==> src/rtl/bin2bcd_pkg.sv <==
// Shared types and constants for the sequential binary-to-BCD converter.
package bin2bcd_pkg;

  // Controller states: wait for a request, iterate once per input bit, publish.
  typedef enum logic [1:0] {
    ST_IDLE  = 2'd0,
    ST_SHIFT = 2'd1,
    ST_DONE  = 2'd2
  } state_t;

  // Largest value representable in 'digits' decimal digits (10^digits - 1).
  function automatic longint unsigned max_val(input int digits);
    longint unsigned p;
    p = 64'd1;
    for (int i = 0; i < digits; i++) begin
      p = p * 64'd10;
    end
    return p - 64'd1;
  endfunction

endpackage

==> src/rtl/bin2bcd_seq_add3.sv <==
// Nibble adjust for double dabble: a digit of 5 or more gets +3 so that the
// following left shift carries correctly into the next decimal digit.
module bcd_add3 (
  input  logic [3:0] in_nib,
  output logic [3:0] out_nib
);

  // Inputs never exceed 9 on a valid path, so the sum fits in 4 bits.
  always_comb begin
    out_nib = (in_nib >= 4'd5) ? (in_nib + 4'd3) : in_nib;
  end

endmodule

==> src/rtl/bin2bcd_seq.sv <==
// Sequential binary-to-BCD converter (shift-and-add-3), one iteration per
// input bit, start/done handshake, leading-zero blank mask and saturation.
//
// Handshake: iSTART is only honoured in IDLE, and iBIN is captured on that
// same edge. oBUSY is high for exactly WIDTH cycles, then oDONE pulses for one
// cycle with oBCD/oBLANK/oOVF updated on the same edge; those outputs hold
// until the next oDONE. Requests arriving while busy or done are dropped.
module bin2bcd_seq
  import bin2bcd_pkg::*;
#(
  parameter int WIDTH  = 20,
  parameter int DIGITS = 6
) (
  input  logic                  iCLK,
  input  logic                  iRST,
  input  logic                  iSTART,
  input  logic [WIDTH-1:0]      iBIN,
  output logic                  oBUSY,
  output logic                  oDONE,
  output logic [4*DIGITS-1:0]   oBCD,
  output logic [DIGITS-1:0]     oBLANK,
  output logic                  oOVF,
  output logic [1:0]            oDBG_STATE
);

  localparam int SW = 4 * DIGITS;          // BCD scratch width
  localparam int RW = SW + WIDTH;          // full shift register width
  localparam int CW = $clog2(WIDTH + 1);   // iteration counter width
  localparam longint unsigned MAXV = max_val(DIGITS);
  localparam logic [DIGITS-1:0] BLANK_RST = {{(DIGITS-1){1'b1}}, 1'b0};

  state_t            state_q, state_d;
  logic [CW-1:0]     cnt_q, cnt_d;
  logic [RW-1:0]     sr_q, sr_d;
  logic              ovf_q, ovf_d;
  logic              busy_q, busy_d;
  logic              done_q, done_d;
  logic [SW-1:0]     bcd_q, bcd_d;
  logic [DIGITS-1:0] blank_q, blank_d;
  logic              ovf_out_q, ovf_out_d;

  logic [SW-1:0]     scratch_adj;
  logic [RW-1:0]     sr_shift;
  logic [SW-1:0]     bcd_new;
  logic [DIGITS-1:0] blank_new;
  logic              zero_above;
  logic              ovf_in;
  logic              last_iter;

  // Per-digit +3 adjust on the pre-shift scratch nibbles.
  for (genvar g = 0; g < DIGITS; g++) begin : g_adj
    bcd_add3 u_add3 (
      .in_nib  (sr_q[WIDTH + 4*g +: 4]),
      .out_nib (scratch_adj[4*g +: 4])
    );
  end

  // Shift the adjusted register left by one; the top scratch bit falls off,
  // which only happens for saturating inputs whose result is replaced anyway.
  always_comb begin
    sr_shift = RW'({scratch_adj, sr_q[WIDTH-1:0], 1'b0});
  end

  // Overflow test on the raw input and end-of-iteration detect.
  always_comb begin
    ovf_in    = (64'(iBIN) > MAXV);
    last_iter = (cnt_q == CW'(WIDTH - 1));
  end

  // Result to publish and its leading-zero blank mask (digit 0 never blanks).
  always_comb begin
    bcd_new    = ovf_q ? {DIGITS{4'h9}} : sr_q[RW-1:WIDTH];
    blank_new  = '0;
    zero_above = 1'b1;
    for (int i = DIGITS - 1; i >= 1; i--) begin
      zero_above   = zero_above && (bcd_new[4*i +: 4] == 4'h0);
      blank_new[i] = zero_above;
    end
  end

  // State register plus datapath flops; reset discards any in-flight work.
  always_ff @(posedge iCLK) begin
    if (iRST) begin
      state_q   <= ST_IDLE;
      cnt_q     <= '0;
      sr_q      <= '0;
      ovf_q     <= 1'b0;
      busy_q    <= 1'b0;
      done_q    <= 1'b0;
      bcd_q     <= '0;
      blank_q   <= BLANK_RST;
      ovf_out_q <= 1'b0;
    end else begin
      state_q   <= state_d;
      cnt_q     <= cnt_d;
      sr_q      <= sr_d;
      ovf_q     <= ovf_d;
      busy_q    <= busy_d;
      done_q    <= done_d;
      bcd_q     <= bcd_d;
      blank_q   <= blank_d;
      ovf_out_q <= ovf_out_d;
    end
  end

  // Next-state logic.
  always_comb begin
    state_d = state_q;
    case (state_q)
      ST_IDLE:  if (iSTART) state_d = ST_SHIFT;
      ST_SHIFT: if (last_iter) state_d = ST_DONE;
      ST_DONE:  state_d = ST_IDLE;
      default:  state_d = ST_IDLE;
    endcase
  end

  // Datapath and output updates for each state.
  always_comb begin
    cnt_d     = cnt_q;
    sr_d      = sr_q;
    ovf_d     = ovf_q;
    bcd_d     = bcd_q;
    blank_d   = blank_q;
    ovf_out_d = ovf_out_q;
    done_d    = 1'b0;
    busy_d    = (state_d == ST_SHIFT);
    case (state_q)
      ST_IDLE: begin
        if (iSTART) begin
          sr_d  = {{SW{1'b0}}, iBIN};
          ovf_d = ovf_in;
          cnt_d = '0;
        end
      end
      ST_SHIFT: begin
        sr_d  = sr_shift;
        cnt_d = cnt_q + CW'(1);
      end
      ST_DONE: begin
        bcd_d     = bcd_new;
        blank_d   = blank_new;
        ovf_out_d = ovf_q;
        done_d    = 1'b1;
      end
      default: ;
    endcase
  end

  // Registered outputs.
  always_comb begin
    oBUSY      = busy_q;
    oDONE      = done_q;
    oBCD       = bcd_q;
    oBLANK     = blank_q;
    oOVF       = ovf_out_q;
    oDBG_STATE = state_q;
  end

endmodule

==> config.mk <==
export PLATFORM = sky130hd
export DESIGN_NAME = bin2bcd_seq
export DESIGN_NICKNAME = d
export VERILOG_FILES = /design/src/rtl/bin2bcd_pkg.sv /design/src/rtl/bin2bcd_seq_add3.sv /design/src/rtl/bin2bcd_seq.sv
export SDC_FILE = /design/constraint.sdc
export NUM_CORES = 1
export LEC_CHECK = 0
export CORE_MARGIN = 3
export CORE_UTILIZATION = 53
export CTS_CLUSTER_DIAMETER = 100
export DETAILED_ROUTE_END_ITERATION = 12
export HOLD_SLACK_MARGIN = 0.05
export PLACE_DENSITY = 0.78
export SLEW_MARGIN = 20
export SYNTH_ARGS = -nofsm -noshare
export SYNTH_HDL_FRONTEND = slang
export SYNTH_SLANG_ARGS = --single-unit
==> constraint.sdc <==
create_clock -name iCLK -period 2.55 [get_ports iCLK]
set_clock_uncertainty 0.05 [all_clocks]
set_input_delay 0.51 -clock iCLK [delete_from_list [all_inputs] [get_ports iCLK]]
set_output_delay 0.51 -clock iCLK [all_outputs]
set_load 0.03 [all_outputs]
==> key figures, run 1 <==
Status
  • Outcome: finished, final reports clean

Synth
  • Netlist cell types: between 40 and 50
  • EDFF count, synth: 0
  • Synth warnings: 0
  • Seq/Total Area, Yosys: 43.42%
  • Area leader, netlist: dfxtp_1
  • Area of the mapped netlist: 3872 µm²
  • Register bit count reported by yosys: 84
  • Top FF cell, synth: dfxtp_1
  • Syn Area/Cell: between 8 and 9 µm²
  • Top cell type's share of synthesized area: a little over two fifths
  • Mapped Nets: around 490
  • Ranking of synthesized cells by area: dfxtp_1, a21oi_1, ha_1
  • Syn Inst Count: 457
  • Async SR Flop Fraction: 0%

Setup path
  • Crit-path max FO: 11
  • Worst setup EP type: output pin
  • Crit Path Class: flip-flop to output pin
  • CP delay by family, top: buffers and inverters
  • Max incr delay on CP: around 750 ps
  • Critical-path cell list: clkdlybuf4s50_1
  • Crit path buffers/inverters: 1
  • Slowest cell on crit path: clkdlybuf4s50_1
  • Crit start category: flip-flop
  • Worst Path Required: slightly below 2000 ps
  • Worst endpoint data arrival time: around 1600 ps

Floorplan
  • Die ar.: ~8400 µm²
  • Core area: approximately 6900 µm²
  • Die span in x: between 90 and 100 µm
  • Initial Util: between 50% and 60%
  • Row Count: 30
  • Die H: just over 90 µm
  • Top-Level Pins: 58

STA
  • Period utilization: 86.19%
  • Max-slew violations: 0
  • Fin crit period: approximately 2200 ps
  • Hold WS: 403.9 ps
  • Worst slew pin tran: 967.2 ps
  • Final setup viols: 0
  • Final hold violations: 0
  • Final setup TNS: 0 ps
  • F_max: approximately 450 MHz
  • RSZ-0062 raised after global routing: no
  • Rel. slew slack: a little over a third

Clocking
  • Clk Tree Root Cell: clkbuf_8
  • Skew-Pair Late Insertion Delay: 350 ps
  • CTS Hold Bufs: 0
  • Post-CTS resize count: 0
  • Maximum clock path buffer count: 2
  • Clock sink total: 84
  • Postcts setup bufs: 0
  • CTS tree: yes
  • H-tree depth: 3
  • Reg clk slew, reported paths: 80 ps
  • CTS Buf Count: 9

Pwr
  • Peak supply drop: 0.2966 mV
  • Power Density: roughly 550 nW/µm²
  • Leak: 1.781 nW

Detailed routing
  • TritonRoute pass-1 iters: 4
  • DRC viols: 0
  • Vias: roughly 3400
  • Vias per cell: 5.566
  • Drt wl/cell: roughly 14 µm
  • Post-DRT Antenna Nets: 0
  • Routed Wire Length: 8649 µm
  • Drt initial violations: roughly 250

Final layout
  • Antenna diodes: 0
  • Share of layout cells above drive strength 1: under 10%
  • Final instance area: between 4000 and 5000 µm²
  • # nets final: 544
  • Area delta synth->final: 22.52%

GRT
  • Antenna violations before repair: 0
  • Total track usage: roughly 22%
  • Largest net degree at the start of global routing: 27
  • Global route hottest layer: met2
  • Met1 GRT Util: a little over a quarter
  • Grt ovf: 0
  • Vias in the first global route: around 3300
  • First-pass GRT wire length: roughly 15000 µm
  • Met2 usage: between 30 and 40%
  • Met3 Use GR: 3.894%

Place
  • Number of port buffers: between 50 and 60
  • Final GP Congestion: approximately 0.81
  • Cell Area, Placed: 4531 µm²
  • DP HPWL: just over 6000 µm

Job
  • Max cap viols: 0

Min path
  • Hold Path Class: flip-flop to flip-flop
==> cells in the final DEF, fill, tap and decap left out, types with 4 or more instances in the layout <==
cell	synthesis	final
inv_1	32	32
o221a_2	5	5
or3_1	6	6
nor3b_1	19	19
nand3b_1	6	6
nor2_1	37	37
a22o_1	17	17
ha_1	13	13
mux2i_1	6	6
nand2b_1	8	8
clkdlybuf4s50_1	0	55
nand3_1	9	9
dfxtp_1	84	84
xor2_1	5	5
o21ai_1	20	20
xnor2_1	6	6
a211oi_1	16	16
a21oi_1	58	58
nor3_1	14	14
clkbuf_8	0	9
buf_4	1	17
nand2_1	29	29
nand4_1	4	4
==> synthesized netlist by cell type, drive strengths merged, types with 8 or more instances <==
library cell  count
dfxtp            84
a21oi            58
nor2             40
inv              32
nand2            29
o21ai            22
clkbuf           21
nor3b            19
a22o             17
a211oi           16
nor3             14
ha               13
buf              12
nand3             9
nand2b            8
==> registers in the layout, summed over array words and instances, names as in the netlist <==
| name | cells |
|---|---|
| oBCD | 24 |
| oDONE | 1 |
| oOVF | 1 |
| oBLANK | 5 |
| sr_q | 44 |
| cnt_q | 5 |
| oDBG_STATE | 2 |
| oBUSY | 1 |
| ovf_q | 1 |
==> per-layer routing <==
layer | up-vias | share of wire, %
met5 | - | 0
met4 | 0 | 1.2
met3 | 12 | 4.0
met2 | 77 | 51
met1 | 1611 | 44
li1 | 1684 | -
==> through the flow <==
step	instances	setup WS, ps	power (mW)	util (%)
finish	608	352.1	2.600	68.32
global route	608	276.6	2.700	68.32
CTS	608	335.0	2.614	68.32
detailed placement	593	230.3	1.611	65.24
global placement	593	267.7	1.607	65.24
floorplan	457	855.4	1.532	-
==> cell type report <==
cell class              count  area, µm²
multi-input cells         307       1922
clock buffers               9      123.9
well taps                  96      120.1
repair buffers             73      683.2
inverters                  33      123.9
flip-flops and latches     84       1682
fillers                   575       2200
clock inverters             6      90.09
==> report_power, final <==
group / internal (mW) / leakage (nW) / total [mW] / switching, mW
clock: 0.548 / 0.105 / 1.02 / 0.471
combinational: 0.0979 / 0.993 / 0.221 / 0.123
sequential: 1.34 / 0.683 / 1.36 / 0.0165
total: 1.99 / 1.78 / 2.60 / 0.611
==> cells by family (layout without fill, tap and decap cells) <==
family / count (synthesis) / in the layout / share of synthesized area [%]
mux: 6 / 6 / 1.551
simple gates: 150 / 150 / 20.87
buf+inv: 66 / 121 / 6.947
compound gates: 126 / 126 / 20.42
flops: 84 / 84 / 43.42
other cells: 1 / 1 / 0.09684
xor+xnor: 11 / 11 / 2.488
fa+ha+maj: 13 / 13 / 4.200
==> worst paths after layout <==
check / from / endpoint / slack [ps] / depth (start not counted)
worst max-delay path: oDBG_STATE[0]$_SDFF_PP0_ / oDBG_STATE[0] / 350 / 1
worst min-delay path: oBCD[18]$_SDFFE_PP0P_ / oBCD[18]$_SDFFE_PP0P_ / 400 / 2
worst max register to register: oDBG_STATE[0]$_SDFF_PP0_ / oDBG_STATE[1]$_SDFF_PP0_ / 630 / 3
worst min register to register: oBCD[18]$_SDFFE_PP0P_ / oBCD[18]$_SDFFE_PP0P_ / 400 / 2
No activity file was read; power rests on OpenSTA's default activity.
==> run 2: changes to the inputs <==
Settings changed: CORE_UTILIZATION 53 to 49, PLACE_DENSITY 0.78 to 0.76, SLEW_MARGIN 20 to 5.
Clock period 2.55 ns to 2 ns, I/O delays scaled along.
==> run 2 against run 1 <==
- die area is 7.6% higher
- critical path depth unchanged
- wire length increased by 3.1%
- highest routed layer unchanged
- cell area is 1.9% higher
- sequential share of layout area decreased by 0.65 points
==> key figures, run 2 (synthesized netlist as in run 1, its figures left out) <==
Status
  • Outcome: finished, final reports clean

STA
  • Final setup TNS: 0 ps (unchanged)
  • Worst slew pin tran: 808.5 ps (-158.7 ps)
  • Final setup viols: 0 (unchanged)
  • Final hold violations: 0 (unchanged)
  • RSZ-0062 raised after global routing: no
  • Max-slew violations: 0 (unchanged)
  • Rel. slew slack: 46.04% (+11 points)
  • Fin crit period: about 1800 ps
  • Period utilization: between 90 and 100%
  • F_max: between 500 and 600 MHz

Detailed routing
  • TritonRoute pass-1 iters: 5 (+1)
  • Drt initial violations: 196 (-23%)
  • Post-DRT Antenna Nets: 0 (unchanged)
  • Vias per cell: 5.451 (-2.1%)
  • DRC viols: 0 (unchanged)
  • Vias: 3358 (-0.77%)
  • Drt wl/cell: 14.47 µm (+1.7%)
  • Routed Wire Length: 8916 µm (+3.1%)

Clocking
  • Maximum clock path buffer count: 2 (unchanged)
  • Post-CTS resize count: 0 (unchanged)
  • Reg clk slew, reported paths: 80 ps (about the same)
  • CTS tree: yes
  • Clk Tree Root Cell: clkbuf_8
  • H-tree depth: 3 (unchanged)
  • Clock sink total: 84 (unchanged)
  • CTS Hold Bufs: 0 (unchanged)
  • Skew-Pair Late Insertion Delay: 350 ps (about the same)
  • CTS Buf Count: 9 (unchanged)
  • Postcts setup bufs: 0 (unchanged)

Setup path
  • Worst r2r src: ovf_q$_SDFFE_PP0P_
  • Max incr delay on CP: 680 ps (-70 ps)
  • Slowest cell on crit path: clkdlybuf4s50_1
  • CP delay by family, top: buffers and inverters
  • Worst endpoint data arrival time: 1380 ps (-260 ps)
  • Crit path buffers/inverters: 1 (unchanged)
  • Worst reg-to-reg setup slack: 210 ps (-420 ps)
  • FF-to-FF path depth: 4 (+1)
  • RR Endpoint: oBLANK[1]$_SDFFE_PP1P_
  • Crit-path max FO: 2 (-9)
  • Critical-path cell list: clkdlybuf4s50_1
  • Worst setup EP type: output pin
  • Crit Path Class: flip-flop to output pin
  • Crit start category: flip-flop
  • Worst Path Required: 1550 ps (-440 ps)

GRT
  • Met3 Use GR: 4.781% (+0.89 points)
  • Antenna violations before repair: 0 (unchanged)
  • Global route hottest layer: met2
  • Met1 GRT Util: 27.22% (about the same)
  • Vias in the first global route: 3280 (-0.79%)
  • First-pass GRT wire length: 15190 µm (+2.3%)
  • Total track usage: 21.07% (-0.67 points)
  • Largest net degree at the start of global routing: 39 (+44%)
  • Grt ovf: 0 (unchanged)
  • Met2 usage: 34.76% (-1.9 points)

Min path
  • WHS Path Cells: 2 (unchanged)
  • HP Start: iRST
  • Hold Path End: oDONE$_SDFF_PP0_
  • Hold Path Class: input pin to flip-flop

Final layout
  • Most frequent cells in the layout: dfxtp_1, a21oi_1, clkdlybuf4s50_1
  • Final Non-Filler Cells: 616 (+1.3%)
  • Most common cell after layout, fill and taps aside: dfxtp_1
  • Antenna diodes: 0 (unchanged)
  • Area delta synth->final: 24.81%
  • # nets final: 548 (+0.74%)
  • Share of layout cells above drive strength 1: 9.671% (+1.1 points)
  • Largest register FFs: 44 (unchanged)
  • Reg with most FFs: sr_q

Floorplan
  • Row Count: 31 (+3.3%)
  • Die ar.: 9006 µm² (+7.6%)
  • Die H: 94.90 µm (+3.7%)
  • Top-Level Pins: 58 (unchanged)
  • Core area: 7447 µm² (+7.2%)
  • Initial Util: 52.00% (-3.8 points)
  • Die span in x: 94.90 µm (+3.7%)

Place
  • Number of port buffers: 56 (unchanged)
  • Post-placement cell count: 600 (+1.2%)
  • Final GP Congestion: 0.7853 (-3.1%)
  • DP HPWL: 6158 µm (+1.1%)

Pwr
  • Peak supply drop: 0.4667 mV (+57%)
  • Power Density: 709.8 nW/µm² (+30%)
  • Leak: 1.829 nW (+2.7%)

Job
  • Max cap viols: 0 (unchanged)
==> run 2: area by class of cell <==
cell class,count,area [µm²]
repair buffers,77,745.7
flip-flops and latches,84,1682
fillers,640,2614
well taps,99,123.9
clock buffers,13,168.9
inverters,33,123.9
clock inverters,3,67.56
multi-input cells,307,1922
==> run 2: layer usage <==
layer  up-vias  part of all wire (%)
met5         -                     0
met4         0                   1.2
met3         9                   4.6
met2        69                    48
met1      1579                    46
li1       1701                     -
==> run 2: power by group <==
group | leakage [nW] | switching, mW | internal (mW)
Combinational | 1.03 | 0.165 | 0.140
Sequential | 0.683 | 0.0180 | 1.71
Clock | 0.116 | 0.587 | 0.807
Total | 1.83 | 0.770 | 2.66
==> run 2: how the worst max path moves through the flow <==
stage | from | depth (start not counted) | to | slack (ps)
2_1_floorplan | oDBG_STATE[0]$_SDFF_PP0_ | 7 | sr_q[20]$_SDFFE_PP0P_ | 310
3_3_place_gp | iSTART | 4 | ovf_q$_SDFFE_PP0P_ | 80
3_5_place_dp | iSTART | 4 | ovf_q$_SDFFE_PP0P_ | 50
4_1_cts | oOVF$_SDFFE_PP0P_ | 1 | oOVF | 150
5_1_grt | oBCD[20]$_SDFFE_PP0P_ | 1 | oBCD[20] | 100
6_report | oOVF$_SDFFE_PP0P_ | 1 | oOVF | 170
==> run 2: through the flow <==
stage	area [µm²]	setup slack [ps]	total power [mW]	util, %	hold slack, ps
3_3_place_gp	4597	81.83	2.066	61.73	391.1
6_report	4833	174.6	3.431	64.90	372.9
3_5_place_dp	4597	53.91	2.074	61.73	393.4
2_1_floorplan	3872	305.4	1.953	-	386.8
5_1_grt	4833	104.4	3.572	64.90	387.5
4_1_cts	4833	147.7	3.458	64.90	358.4
==> run 3: changes to the inputs <==
Settings changed: ABC_CLOCK_PERIOD_IN_PS from default to 2000, CAP_MARGIN from default to 15.
==> results of run 3 <==
No change in the layout: final DEF, timing and power equal those of run 2.
